==> config.mk <==
export PLATFORM = sky130hd
export DESIGN_NAME = vx_split_join_ctrl
export DESIGN_NICKNAME = d
export VERILOG_FILES = /design/src/rtl/vx_split_join_pkg.sv /design/src/rtl/vx_split_join_ctrl.sv
export SDC_FILE = /design/constraint.sdc
export NUM_CORES = 1
export LEC_CHECK = 0
export ABC_AREA = 1
export ABC_CLOCK_PERIOD_IN_PS = 1900
export CAP_MARGIN = 30
export CORE_ASPECT_RATIO = 1.25
export CORE_MARGIN = 2
export CORE_UTILIZATION = 32
export DETAILED_ROUTE_END_ITERATION = 8
export GPL_ROUTABILITY_DRIVEN = 0
export PLACE_DENSITY_LB_ADDON = 0.08
export SYNTH_ARGS = -nofsm -noshare
export SYNTH_HDL_FRONTEND = slang
export SYNTH_SLANG_ARGS = --single-unit
==> constraint.sdc <==
create_clock -name clk_i -period 1.9 [get_ports clk_i]
set_clock_uncertainty 0.15 [all_clocks]
set_input_delay 0.285 -clock clk_i [delete_from_list [all_inputs] [get_ports clk_i]]
set_output_delay 0.285 -clock clk_i [all_outputs]
set_load 0.05 [all_outputs]
==> src/rtl/vx_split_join_pkg.sv <==
// Shared types for the warp split/join controller: FSM state encoding and
// the {mask, pc} divergence-stack entry at default widths.
package vx_split_join_pkg;

  typedef enum logic [1:0] {
    IDLE  = 2'd0,
    JREAD = 2'd1,
    JPOP  = 2'd2,
    RESP  = 2'd3
  } sj_state_e;

  localparam int SJ_NUM_THREADS = 4;
  localparam int SJ_PC_WIDTH    = 32;

  typedef struct packed {
    logic [SJ_NUM_THREADS-1:0] mask;
    logic [SJ_PC_WIDTH-1:0]    pc;
  } sj_entry_t;

endpackage

==> src/rtl/vx_split_join_ctrl.sv <==
// Warp split/join controller driving an external IPDOM stack through stk_*.
// Optional perf counters are built when SPLIT_JOIN_PERF_EN is defined.
module vx_split_join_ctrl
  import vx_split_join_pkg::*;
#(
  parameter int NUM_THREADS = 4,
  parameter int PC_WIDTH    = 32,
  parameter int STACK_WIDTH = NUM_THREADS + PC_WIDTH
) (
  input  logic                   clk_i,
  input  logic                   rst_ni,
  input  logic                   req_valid_i,
  output logic                   req_ready_o,
  input  logic                   req_is_split_i,
  input  logic [NUM_THREADS-1:0] req_tmask_i,
  input  logic [NUM_THREADS-1:0] req_pred_i,
  input  logic [PC_WIDTH-1:0]    req_else_pc_i,
  output logic                   stk_push_o,
  output logic                   stk_pop_o,
  output logic                   stk_pair_o,
  output logic [STACK_WIDTH-1:0] stk_q1_o,
  output logic [STACK_WIDTH-1:0] stk_q2_o,
  input  logic [STACK_WIDTH-1:0] stk_d_i,
  input  logic                   stk_index_i,
  input  logic                   stk_empty_i,
  input  logic                   stk_full_i,
  output logic                   rsp_valid_o,
  input  logic                   rsp_ready_i,
  output logic [NUM_THREADS-1:0] rsp_tmask_o,
  output logic [PC_WIDTH-1:0]    rsp_pc_o,
  output logic                   rsp_pc_valid_o,
  output logic                   err_o
`ifdef SPLIT_JOIN_PERF_EN
  ,
  output logic [31:0]            perf_splits_o,
  output logic [31:0]            perf_div_o,
  output logic [31:0]            perf_joins_o
`endif
);

  sj_state_e              state;
  logic [NUM_THREADS-1:0] then_mask;
  logic [NUM_THREADS-1:0] else_mask;
  logic                   divergent;
  logic                   accept;
  logic [NUM_THREADS-1:0] d_mask;
  logic [PC_WIDTH-1:0]    d_pc;
  logic [NUM_THREADS-1:0] rsp_tmask_q;
  logic [PC_WIDTH-1:0]    rsp_pc_q;
  logic                   rsp_pc_valid_q;
  logic                   err_q;

  assign then_mask = req_tmask_i & req_pred_i;
  assign else_mask = req_tmask_i & ~req_pred_i;
  assign divergent = (|then_mask) & (|else_mask);
  assign accept    = req_valid_i & (state == IDLE);

  assign d_mask = stk_d_i[STACK_WIDTH-1 -: NUM_THREADS];
  assign d_pc   = stk_d_i[PC_WIDTH-1:0];

  // Stack strobes are gated by rst_ni so nothing reaches the stack during reset.
  assign stk_push_o = rst_ni & accept & req_is_split_i & ~stk_full_i;
  assign stk_pair_o = stk_push_o & divergent;
  assign stk_pop_o  = rst_ni & (state == JPOP);
  assign stk_q1_o   = {req_tmask_i, {PC_WIDTH{1'b0}}};
  assign stk_q2_o   = {else_mask, req_else_pc_i};

  assign req_ready_o    = (state == IDLE);
  assign rsp_valid_o    = rst_ni & (state == RESP);
  assign rsp_tmask_o    = rsp_tmask_q;
  assign rsp_pc_o       = rsp_pc_q;
  assign rsp_pc_valid_o = rsp_pc_valid_q;
  assign err_o          = err_q;

  // Control FSM with registered response fields and sticky error flag.
  always_ff @(posedge clk_i) begin
    if (!rst_ni) begin
      state          <= IDLE;
      rsp_tmask_q    <= '0;
      rsp_pc_q       <= '0;
      rsp_pc_valid_q <= 1'b0;
      err_q          <= 1'b0;
    end else begin
      case (state)
        IDLE: begin
          if (req_valid_i) begin
            if (req_is_split_i) begin
              rsp_pc_q       <= '0;
              rsp_pc_valid_q <= 1'b0;
              state          <= RESP;
              if (stk_full_i) begin
                err_q       <= 1'b1;
                rsp_tmask_q <= req_tmask_i;
              end else begin
                rsp_tmask_q <= divergent ? then_mask : req_tmask_i;
              end
            end else if (stk_empty_i) begin
              err_q          <= 1'b1;
              rsp_tmask_q    <= req_tmask_i;
              rsp_pc_q       <= '0;
              rsp_pc_valid_q <= 1'b0;
              state          <= RESP;
            end else begin
              state <= JREAD;
            end
          end
        end
        JREAD: state <= JPOP;
        // Index 0 is the pending else-half of a pair, so the warp is redirected.
        JPOP: begin
          rsp_tmask_q    <= d_mask;
          rsp_pc_q       <= d_pc;
          rsp_pc_valid_q <= ~stk_index_i;
          state          <= RESP;
        end
        RESP: begin
          if (rsp_ready_i) begin
            state <= IDLE;
          end
        end
        default: state <= IDLE;
      endcase
    end
  end

`ifdef SPLIT_JOIN_PERF_EN
  logic [31:0] splits_q;
  logic [31:0] div_q;
  logic [31:0] joins_q;

  // Event counters, wrapping naturally at 2^32.
  always_ff @(posedge clk_i) begin
    if (!rst_ni) begin
      splits_q <= 32'd0;
      div_q    <= 32'd0;
      joins_q  <= 32'd0;
    end else if (accept) begin
      if (req_is_split_i) begin
        splits_q <= splits_q + 32'd1;
        if (divergent) begin
          div_q <= div_q + 32'd1;
        end
      end else begin
        joins_q <= joins_q + 32'd1;
      end
    end
  end

  assign perf_splits_o = splits_q;
  assign perf_div_o    = div_q;
  assign perf_joins_o  = joins_q;
`endif

endmodule

==> flow_summary.toml <==
[layout]
drive_above_1_share_pct = 27.66
final_common_cell = "nand2_1"
nets = 480
final_area_um2 = 3308
final_cell_mix = "nand2_1, buf_4, clkdlybuf4s50_1, dfxtp_1, conb_1"
antenna_cells = 0
final_util_pct = 47.42
area_growth_pct = 42.46
final_cells = 484

[power_and_ir_drop]
vdd_drop_max_uv = 677.6
p_per_area_nw_per_um2 = 1254
p_leak_nw = 1.521

[setup_path]
required_ps = 1460
start_kind = "flip-flop"
rr_endpoint = "rsp_pc_o[20]$_SDFFE_PN0P_"
reg2reg_from = "state[1]$_SDFFE_PN0P_"
r2r_cells = 9
worstPathArrival_ps = 1410
worst_setup_path_end_kind = "primary output"
r2r_slack_ps = 230
path_max_fanout = 3
path_class = "flip-flop to primary output"

[route]
drc_errors = 0
detail_route.wl_per_cell_um = 11.76
totalWireLength_um = 5693
vias_per_cell = 4.128
final_antenna_net_count = 0
first_pass_iters = 3
drtIter0Drc = 26
via_count = 1998

[yosys]
postSynthCellCount = 316
synthDistinctLibCells = 23
ys_seq_area_share_pct = 34.48
synth_compound_area_share_pct = 12.39
synth_top_family_by_area = "buffers and inverters"
synth_adder_area_share_pct = 1.616
syn_area_um2 = 2322
synth_warnings = 0
synth_xor_area_share_pct = 0
synth_simple_gate_area_share_pct = 20.96
ys_ff_latch = 40
avgSynthCellArea_um2 = 7.349
muxShareOfSynthArea_pct = 0

[clocking]
cts_tree = "built"
clk_pin_slew_ps = 70
holdBufCountCts = 0
clockBufferDepth = 2
cts_sinks = 40
cts_root_buffer = "clkbuf_8"
clock_latency_ps = 280
numCtsBuffers = 5
h-tree-depth = 2

[sta]
finalWorstPathRequiredPeriod_ps = 1843
post-route-period-util_pct = 96.99
rsz0062_at_grt = "yes"
hold_ws_ps = 257.1
slew_violations = 0
fmax_ghz = 0.5427
hold_viol_final = 0
finalSetupViolCount = 0

[global_route]
antenna_found_initial = 0
grt_pass1_vias = 1788
grt.total_usage_pct = 14.11
overflow = 0
grt_max_degree = 34
grt_pass1_wl_um = 8873

[run_status]
status = "finished clean"

[placement]
port_buffers = 102
dpl.hpwl_um = 4478
place_area_um2 = 3202
dp.cells = 475

[floorplanning]
fp.dieH_um = 99.25
die_area_um2 = 7959
core_area_um2 = 6977
rows = 34
pin_count = 199
fp.dieW_um = 80.20
start_util_pct = 33.29

[worst_hold_path]
holdPathStages = 5
min-delay-path-class = "input pin to flip-flop"
min-delay-start = "req_tmask_i[0]"
min_to = "rsp_tmask_o[0]$_SDFFE_PN0P_"

[run]
cap_violations = 0
[through the flow]
| stage | setup slack (ps) | setup TNS (ps) | total power [mW] |
|---|---|---|---|
| final | 57.20 | 0 | 4.149 |
| after global routing | -16.26 | -16.26 | 4.422 |
| after CTS | 9.747 | 0 | 4.207 |
| after detailed placement | 27.08 | 0 | 3.617 |
| after global placement | 27.17 | 0 | 3.607 |
| after floorplan | -150.6 | -150.6 | 3.078 |
[worst max-delay path by stage]
stage	from	to	slack (ps)	cells after the start
global placement	req_tmask_i[0]	stk_pair_o	30	7
CTS	state[0]$_SDFFE_PN0P_	stk_pair_o	10	6
finish	state[0]$_SDFFE_PN0P_	stk_pair_o	60	6
global route	state[0]$_SDFFE_PN0P_	stk_pair_o	-20	6
floorplan	state[1]$_SDFFE_PN0P_	stk_pair_o	-150	5
detailed placement	req_tmask_i[0]	stk_pair_o	30	7
[worst max-delay path, stage by stage (launching register included)]
cell and delay (ps):
dfxtp_2 340, inv_4 70, ha_4 150, nand2_4 60, nor3_4 160, and3_4 210, buf_12 130
[layout make-up]
cell class / instances / area [um2]
clock buffer: 7 / 76.32
clock inverter: 1 / 8.758
fill: 757 / 3669
inverter: 28 / 107.6
multi-input combinational: 199 / 970.9
sequential: 40 / 803.3
tap: 90 / 112.6
timing repair buffer: 119 / 1229
[synthesized netlist by cell type]
| cell type | instances | area (um2) |
|---|---|---|
| inv_1 | 27 | 101.4 |
| nand3_2 | 1 | 10.01 |
| nor2_1 | 13 | 48.80 |
| nor2_2 | 1 | 6.260 |
| ha_1 | 3 | 37.54 |
| nor2_4 | 1 | 11.26 |
| buf_6 | 2 | 22.52 |
| o21ai_0 | 9 | 45.04 |
| a21oi_1 | 31 | 155.2 |
| inv_2 | 1 | 3.750 |
| a21oi_2 | 10 | 87.58 |
| nand2_2 | 11 | 68.82 |
| nand2_1 | 78 | 292.8 |
| clkbuf_1 | 2 | 7.510 |
| dfxtp_1 | 40 | 800.8 |
| buf_4 | 72 | 540.5 |
| nor3b_1 | 1 | 7.510 |
| and3_1 | 1 | 6.260 |
| nor3_1 | 1 | 5.000 |
| buf_2 | 3 | 15.01 |
| conb_1 | 1 | 3.750 |
| buf_8 | 1 | 15.01 |
| nand3_1 | 6 | 30.03 |
[flip-flops by register name, summed over array words and instances, names as in the netlist]
signal,flops
rsp_pc_o,32
rsp_tmask_o,4
state,2
err_o,1
rsp_pc_valid_o,1
[report_power, final]
group | total, mW | internal (mW) | switching (mW) | leakage, nW
registers | 1.14 | 1.03 | 0.113 | 0.326
clock network | 0.559 | 0.263 | 0.296 | 0.0424
logic | 2.45 | 0.862 | 1.59 | 1.15
[routing by layer]
layer | GRT usage [%] | up-vias | wire [um]
met2 | 23.40 | 85 | 2862
met1 | 16.58 | 870 | 2261
li1 | - | 1027 | -
met5 | 0 | - | 0
met3 | 4.174 | 16 | 397
met4 | 6.519 | 0 | 171
[repair_timing]
action | 4_1_cts | 5_1_grt
gates resized for setup | 0 | 7
pin swaps | 1 | 2
setup buffers | 1 | 0
endpoints found under the setup margin | 1 | 2
[kinds of logic (layout without fill, tap and decap cells)]
kind of cell | count (synthesis) | count (layout)
AND/OR/NAND/NOR | 114 | 114
adder cells (fa/ha/maj) | 3 | 3
other | 1 | 32
buffers and inverters | 108 | 155
AO/OA/AOI/OAI | 50 | 50
flip-flops | 40 | 40
Note: power is estimated with default switching activity, not from simulation.
